[config.mk]
export PLATFORM = sky130hd
export DESIGN_NAME = program_loader
export DESIGN_NICKNAME = d
export VERILOG_FILES = /design/src/rtl/loader_pkg.sv /design/src/rtl/loader_checksum.sv /design/src/rtl/program_loader.sv
export SDC_FILE = /design/constraint.sdc
export NUM_CORES = 1
export LEC_CHECK = 0
export CORE_ASPECT_RATIO = 0.75
export CORE_MARGIN = 2
export CORE_UTILIZATION = 49
export DETAILED_ROUTE_END_ITERATION = 7
export GPL_TIMING_DRIVEN = 0
export PLACE_DENSITY = 0.76
export SYNTH_ARGS = -nofsm -noshare
export SYNTH_HDL_FRONTEND = slang
export SYNTH_SLANG_ARGS = --single-unit
[constraint.sdc]
create_clock -name clk -period 2.7 [get_ports clk]
set_clock_uncertainty 0.1 [all_clocks]
set_input_delay 0.54 -clock clk [delete_from_list [all_inputs] [get_ports clk]]
set_output_delay 0.54 -clock clk [all_outputs]
set_load 0.05 [all_outputs]
[src/rtl/loader_pkg.sv]
// Shared types and widths for the byte-stream program loader.
package loader_pkg;

   localparam int unsigned LOADER_ADDR_W = 4;
   localparam int unsigned LOADER_DATA_W = 8;

   typedef enum logic [2:0] {
      IDLE,
      HEADER,
      DATA,
      WRITE,
      CHECK,
      RUN,
      ERR
   } loader_state_t;

endpackage : loader_pkg

[src/rtl/loader_checksum.sv]
// Wrap-around checksum accumulator for the loader frame.
// is_zero looks ahead: it flags whether acc + din would wrap to zero, so the
// checksum byte can be judged in the same cycle it is transferred.
module loader_checksum
   import loader_pkg::*;
#(
   parameter int unsigned W = LOADER_DATA_W
) (
   input  logic         clk,
   input  logic         reset,
   input  logic         clr,
   input  logic         add_en,
   input  logic [W-1:0] din,
   output logic         is_zero
);

   logic [W-1:0] acc;
   logic [W-1:0] sum_c;

   // Carry out of the top bit is discarded.
   assign sum_c   = acc + din;
   assign is_zero = (sum_c == '0);

   // Accumulator: clear has priority over add.
   always_ff @(posedge clk) begin
      if (reset || clr) begin
         acc <= '0;
      end else if (add_en) begin
         acc <= sum_c;
      end
   end

endmodule : loader_checksum

[src/rtl/program_loader.sv]
// Boot loader: receives header / data / checksum bytes, writes the data into
// program RAM and holds the CPU in reset until the checksum verifies.
module program_loader
   import loader_pkg::*;
#(
   parameter int unsigned ADDR_W    = LOADER_ADDR_W,
   parameter int unsigned DATA_W    = LOADER_DATA_W,
   parameter int unsigned WR_CYCLES = 2
) (
   input  logic              clk,
   input  logic              reset,
   input  logic              start,
   input  logic              byte_valid,
   input  logic [DATA_W-1:0] byte_data,
   output logic              byte_ready,
   output logic              input_mode,
   output logic [ADDR_W-1:0] input_address,
   output logic [DATA_W-1:0] input_program,
   output logic              cpu_reset_n,
   output logic              busy,
   output logic              done,
   output logic              error,
   output logic [ADDR_W:0]   words_loaded
);

   localparam int unsigned CNT_W  = ADDR_W + 1;
   localparam int unsigned HOLD_W = $clog2(WR_CYCLES) + 1;

   loader_state_t     state;
   logic [ADDR_W-1:0] addr;
   logic [CNT_W-1:0]  n_words;
   logic [HOLD_W-1:0] hold_cnt;

   logic              xfer_c;
   logic              start_ok_c;
   logic              ck_add_c;
   logic              ck_zero_c;
   logic [CNT_W-1:0]  words_next_c;

   // Handshake and start qualification; start only acts when no load is running.
   assign xfer_c       = byte_valid & byte_ready;
   assign start_ok_c   = start & ((state == IDLE) || (state == RUN) || (state == ERR));
   assign ck_add_c     = xfer_c & ((state == HEADER) || (state == DATA));
   assign words_next_c = words_loaded + CNT_W'(1);

   loader_checksum #(
      .W (DATA_W)
   ) u_checksum (
      .clk     (clk),
      .reset   (reset),
      .clr     (start_ok_c),
      .add_en  (ck_add_c),
      .din     (byte_data),
      .is_zero (ck_zero_c)
   );

   // Loader FSM with registered outputs; outputs change on the transition edge.
   always_ff @(posedge clk) begin
      if (reset) begin
         state         <= IDLE;
         addr          <= '0;
         n_words       <= '0;
         hold_cnt      <= '0;
         byte_ready    <= 1'b0;
         input_mode    <= 1'b0;
         input_address <= '0;
         input_program <= '0;
         cpu_reset_n   <= 1'b0;
         busy          <= 1'b0;
         done          <= 1'b0;
         error         <= 1'b0;
         words_loaded  <= '0;
      end else begin
         case (state)
            IDLE, RUN, ERR: begin
               if (start) begin
                  state        <= HEADER;
                  byte_ready   <= 1'b1;
                  busy         <= 1'b1;
                  done         <= 1'b0;
                  error        <= 1'b0;
                  cpu_reset_n  <= 1'b0;
                  words_loaded <= '0;
               end
            end

            HEADER: begin
               if (xfer_c) begin
                  n_words <= CNT_W'(byte_data[2*ADDR_W-1:ADDR_W]) + CNT_W'(1);
                  addr    <= byte_data[ADDR_W-1:0];
                  state   <= DATA;
               end
            end

            DATA: begin
               if (xfer_c) begin
                  input_address <= addr;
                  input_program <= byte_data;
                  input_mode    <= 1'b1;
                  byte_ready    <= 1'b0;
                  hold_cnt      <= '0;
                  state         <= WRITE;
               end
            end

            WRITE: begin
               if (hold_cnt == HOLD_W'(WR_CYCLES - 1)) begin
                  input_mode   <= 1'b0;
                  words_loaded <= words_next_c;
                  addr         <= addr + ADDR_W'(1);
                  byte_ready   <= 1'b1;
                  state        <= (words_next_c < n_words) ? DATA : CHECK;
               end else begin
                  hold_cnt <= hold_cnt + HOLD_W'(1);
               end
            end

            CHECK: begin
               if (xfer_c) begin
                  byte_ready <= 1'b0;
                  busy       <= 1'b0;
                  if (ck_zero_c) begin
                     state       <= RUN;
                     done        <= 1'b1;
                     cpu_reset_n <= 1'b1;
                  end else begin
                     state <= ERR;
                     error <= 1'b1;
                  end
               end
            end

            default: begin
               state <= IDLE;
            end
         endcase
      end
   end

endmodule : program_loader

# Yosys cells after proc, flatten, opt, wreduce, memory -nomap -nowiden
# Cells that the tools add are included.
[word_totals] reg_bits=44 latch_bits=0 ram_bits=0 mem_bits_ro=0 inputBits=12 output_inout_bits=23 elab_cells=94 memories=0
[classes] add_sub_neg=5 mul=0 n_div=0 magnitude_cmp=1 n_eq_ne=16 shift=0 muxes=32 bitwise=3 n_reduce_logical=24
[op_table] op="3-bit two-way mux" n=6
[op_table] op="2-bit != test (second input constant)" n=8
[op_table] op="3-bit case mux with 5 select lines" n=1
[op_table] op="3-bit AND reduction" n=5
[op_table] op="4-bit AND reduction" n=3
[op_table] op="1-bit two-way mux" n=10
[op_table] op="5-bit two-way mux" n=2
[op_table] op="5-bit case mux with 2 select lines" n=1
[op_table] op="3-bit equality test (second input constant)" n=3
[op_table] op="8-bit adder" n=1
[op_table] op="8-bit logical NOT" n=1
[op_table] op="4-bit two-way mux" n=2
[op_table] op="1-bit case mux with 2 select lines" n=4
[op_table] op="4-bit case mux with 2 select lines" n=1
[op_table] op="2-bit nonzero test" n=4
[op_table] op="3-bit by 2-bit equality test with 1-bit output (second input constant)" n=2
[op_table] op="2-bit two-way mux" n=3
[op_table] op="4-bit by 1-bit adder with 5-bit output (second input constant)" n=1
[op_table] op="5-bit by 1-bit adder with 5-bit output (second input constant)" n=1
[op_table] op="5-bit less-than comparator" n=1
[op_table] op="5-bit AND reduction" n=1
[op_table] op="4-bit by 1-bit adder with 4-bit output (second input constant)" n=1
[op_table] op="1-bit logical OR" n=4
[op_table] op="2-bit case mux with 2 select lines" n=1
[op_table] op="other kinds (11)" n=14

# Depth between registers and ports, before layout
[depth] word_depth=5 mapped_depth=9 ltp_nobuf=9

# Cells and area by module
# A second synthesis with hierarchy kept.
[unflattened] cells_unflattened=300 area_unflattened_um2=2632.5
[modules_own_cells] module="program_loader" instances=1 cells_per_inst=228 area_each_um2=2008.2
[modules_own_cells] module="loader_checksum" instances=1 cells_per_inst=72 area_each_um2=624.3

# Worst setup path before layout
# OpenSTA, ideal clock, no wires.
[synth_path] kind="input to register" start="input port byte_data[0]" end="register state[1]" setup_time_ns=0.091 arrival_time_ns=2.397 path_slack_ns=0.112 stages=9 n_path_buf=0 cell_sequence="ha_1 inv_1 fa_1 nand2b_1 a2111oi_2 a311o_2 nor2_2 a311o_1 a311oi_1"
[synth_via] elab_chain_len=5
[synth_lines] item="start: declaration" line="program_loader.sv:14" source="input logic [DATA_W-1:0] byte_data,"
[synth_lines] item="8-bit adder" line="loader_checksum.sv:21" source="assign sum_c = acc + din;"
[synth_lines] item="8-bit logical NOT" line="loader_checksum.sv:22" source="assign is_zero = (sum_c == '0);"
[synth_lines] item="2-bit two-way mux" line="program_loader.sv:122" source="if (ck_zero_c) begin"
[synth_lines] item="3-bit two-way mux" line="program_loader.sv:119" source="if (xfer_c) begin"
[synth_lines] item="3-bit case mux with 5 select lines" line="program_loader.sv:74" source="case (state)"
[synth_lines] item="end signal: assignment" line="program_loader.sv:112" source="state <= (words_next_c < n_words) ? DATA : CHECK;"
[synth_lines] item="end: declaration" line="program_loader.sv:29" source="loader_state_t state;"
# Every way passes these cells. The select of a mux whose other input is x is not followed.
# A chain may end at the register's enable or synchronous reset.

# Final worst setup path
# Ends and elaborated chain as after synthesis.

==> results.toml <==
[setup_path]
cp-startpoint = "byte_data[0]"
reg2reg_from = "u_checksum.acc[0]"
r2r_cells = 9
worstPathArrival_ns = 2.80
crit_fanout = 4
crit_end = "state[1]"
crit_required_ns = 2.81
critPathLaunchType = "input pin"
crit_type = "in -> reg"
ff2ff_setup_slack_ns = 0.13
timing.rr.end = "state[1]"
cp-end-kind = "register"

[clocking]
insertion_delay_ns = 0.31
hold_buffers = 0
cts_tree = "done"
cts_max_path_buffers = 2
path_clk_slew_ns = 0.08
numCtsBuffers = 5
cts_root_buffer = "clkbuf_8"
clock_sinks = 44
htree_levels = 2

[synthesis]
synthSimpleGateAreaFrac_pct = 23.9
ys_top_cells_by_area = "dfxtp_1 (36%), ha_1 (7.6%), a21oi_1 (6.7%)"
synth_adder_area_share_pct = 8.41
synth-xor-area-share_pct = 4.61
synth_edf_count = 0
yosysSeqAreaShare_pct = 35.7
postSynthAreaPerCell_um2 = 8.07
synth_nets = 334
synthTopCellsByCount = "dfxtp_1 (44), nor2_1 (39), nand2_1 (38), a21oi_1 (33), ha_1 (15)"
synth_warnings = 0
ys.flop_type = "dfxtp_1"
synth_top_family_by_area = "simple AND/OR/NAND/NOR gates"
yosys.area.top_type = "dfxtp_1"
synth.most_common_cell = "dfxtp_1"
syn_area_mm2 = 0.00247
ys_types = 55
synth-seq-cells = 44
synth_top_area_share_pct = 35.7
syn_inst = 306
synth-compound-area-share_pct = 19.5
synthMuxAreaShare_pct = 2.84
async_flop_share_pct = 0

[global_route]
grt_pass1_wl_um = 9960
grt_pass1_vias = 2095
grt_max_degree = 15
grt_overflow = 0
antenna_found_initial = 0
track_usage_pct = 22.3

[route]
wl_per_cell_um = 14.3
ant_nets = 0
vias = 2274
drc_errors = 0
drt_iter0_markers = 136
firstDrtPassIters = 4
viasPerCell = 5.57
wl_um = 5840

[layout]
drive_gt1_share_pct = 10.3
regArea_um2 = 881
utilization_pct = 63.0
multi_input_area_mm2 = 0.00154
final_cell_area_mm2 = 0.00307
nets = 375
diodes = 0
instances_no_fill = 408
syn2layout_area_growth_pct = 24.4
nFillCells = 418

[sta]
setup_viol = 0
fin_crit_sh_pct = 99.3
tightestPinTransition_ns = 0.742
fin_crit_ns = 2.68
hold_violations = 0
slew_headroom_pct = 49.9
rsz0062_at_grt = "yes"
maxSlewViolCount = 0
worst_slack_ns = 0.0178
max_freq_ghz = 0.373

[floorplanning]
fp-row-count = 22
io_pins = 35
die-height_um = 65.5
fp.coreArea_mm2 = 0.00487
die_area_mm2 = 0.00563
start_util_pct = 50.7
fp.dieW_um = 86.0

[place]
placedCellCount = 399
gp_congestion = 0.863
io_buffers = 33
dpl_cell_area_mm2 = 0.00287
dp_slack_ns = -0.668
place_hpwl_um = 4180

[run]
maxCapViolCount = 0

[outcome]
status = "finished clean"

[power]
power_density_mw_per_mm2 = 651
power.leakage_nw = 1.12
ir_drop_mv = 0.349

[min_path]
hold_class = "reg -> reg"
min_from = "input_address[1]"
==> layout make-up <==
class | count | share of cell area [%]
inverters | 12 | 1.47
well taps | 60 | 2.44
multi-input cells | 232 | 50.0
clock inverters | 3 | 1.39
clock buffers | 5 | 2.24
flip-flops and latches | 44 | 28.7
plain buffers | 18 | 2.65
repair buffers | 34 | 11.1
==> worst min path at each step <==
stage | end | slack, ns | cells after the start
final | input_address[1] | 0.36 | 2
after CTS | input_address[1] | 0.36 | 2
after floorplan | n_words[4] | 0.35 | 2
after detailed placement | input_address[1] | 0.35 | 2
after global placement | input_program[1] | 0.34 | 2
after global routing | input_program[3] | 0.37 | 2
==> cell families (layout without fill, tap and decap cells) <==
family	after synthesis	count (layout)
AND/OR/NAND/NOR	123	123
AO/OA/AOI/OAI	73	73
flip-flops	44	44
buffers and inverters	30	72
adder cells (fa/ha/maj)	16	16
XOR/XNOR	13	13
multiplexers	7	7
==> registers in the layout, summed over array words and instances (netlist names) <==
name            flops
n_words             5
error               1
input_program       8
words_loaded        5
state               3
input_address       4
busy                1
addr                4
done                1
input_mode          1
u_checksum.acc      8
byte_ready          1
hold_cnt            2
==> placed cells by master (no fill, tap or decap), types with 5 or more instances in the layout <==
| cell | instances |
|---|---|
| dfxtp_1 | 44 |
| nor2_1 | 39 |
| nand2_1 | 38 |
| a21oi_1 | 33 |
| clkdlybuf4s50_1 | 28 |
| inv_1 | 12 |
| nand3_1 | 9 |
| ha_1 | 9 |
| clkbuf_1 | 8 |
| buf_2 | 8 |
| a211oi_1 | 8 |
| nand2b_1 | 7 |
| mux2i_1 | 7 |
| xor2_1 | 6 |
| xnor2_1 | 6 |
| o21ai_0 | 5 |
| clkbuf_8 | 5 |
==> critical path, stage by stage <==
cell and delay, ns:
clkdlybuf4s15_2 0.23, ha_2 0.20, inv_1 0.05, fa_1 0.41, nand2b_4 0.18, a2111oi_2 0.29, a311o_2 0.19, nor2_2 0.06
a311o_1 0.36, a311oi_1 0.28
==> layer usage <==
metal  wire length [um]  vias to the layer above  GRT usage [%]
li1                   -                     1154              -
met1               2970                     1049           32.5
met2               2450                       67           32.1
met3                387                        4           4.65
met4                 28                        0           8.73
met5                  0                        -              0
==> timing repair <==
item / 4_1_cts / 5_1_grt
gates resized for setup: 13 / 6
endpoints found under the setup margin: 4 / 3
pin swaps: 1 / 1
buffers inserted: 1 / 0
==> metrics by stage <==
| stage | hold slack, ns | power [mW] | TNS (ns) |
|---|---|---|---|
| 2_1_floorplan | 0.346 | 1.28 | 0 |
| 3_3_place_gp | 0.340 | 1.45 | -2.65 |
| 3_5_place_dp | 0.349 | 1.47 | -2.67 |
| 4_1_cts | 0.361 | 1.99 | 0 |
| 5_1_grt | 0.372 | 2.12 | -0.0624 |
| 6_report | 0.358 | 2.00 | 0 |
==> report_power, final <==
group | switching [mW] | leakage, nW | internal, mW
Combinational | 0.453 | 0.705 | 0.287
Sequential | 0.0364 | 0.356 | 0.709
Clock | 0.241 | 0.0541 | 0.274
(Power assumes the default switching activity.)
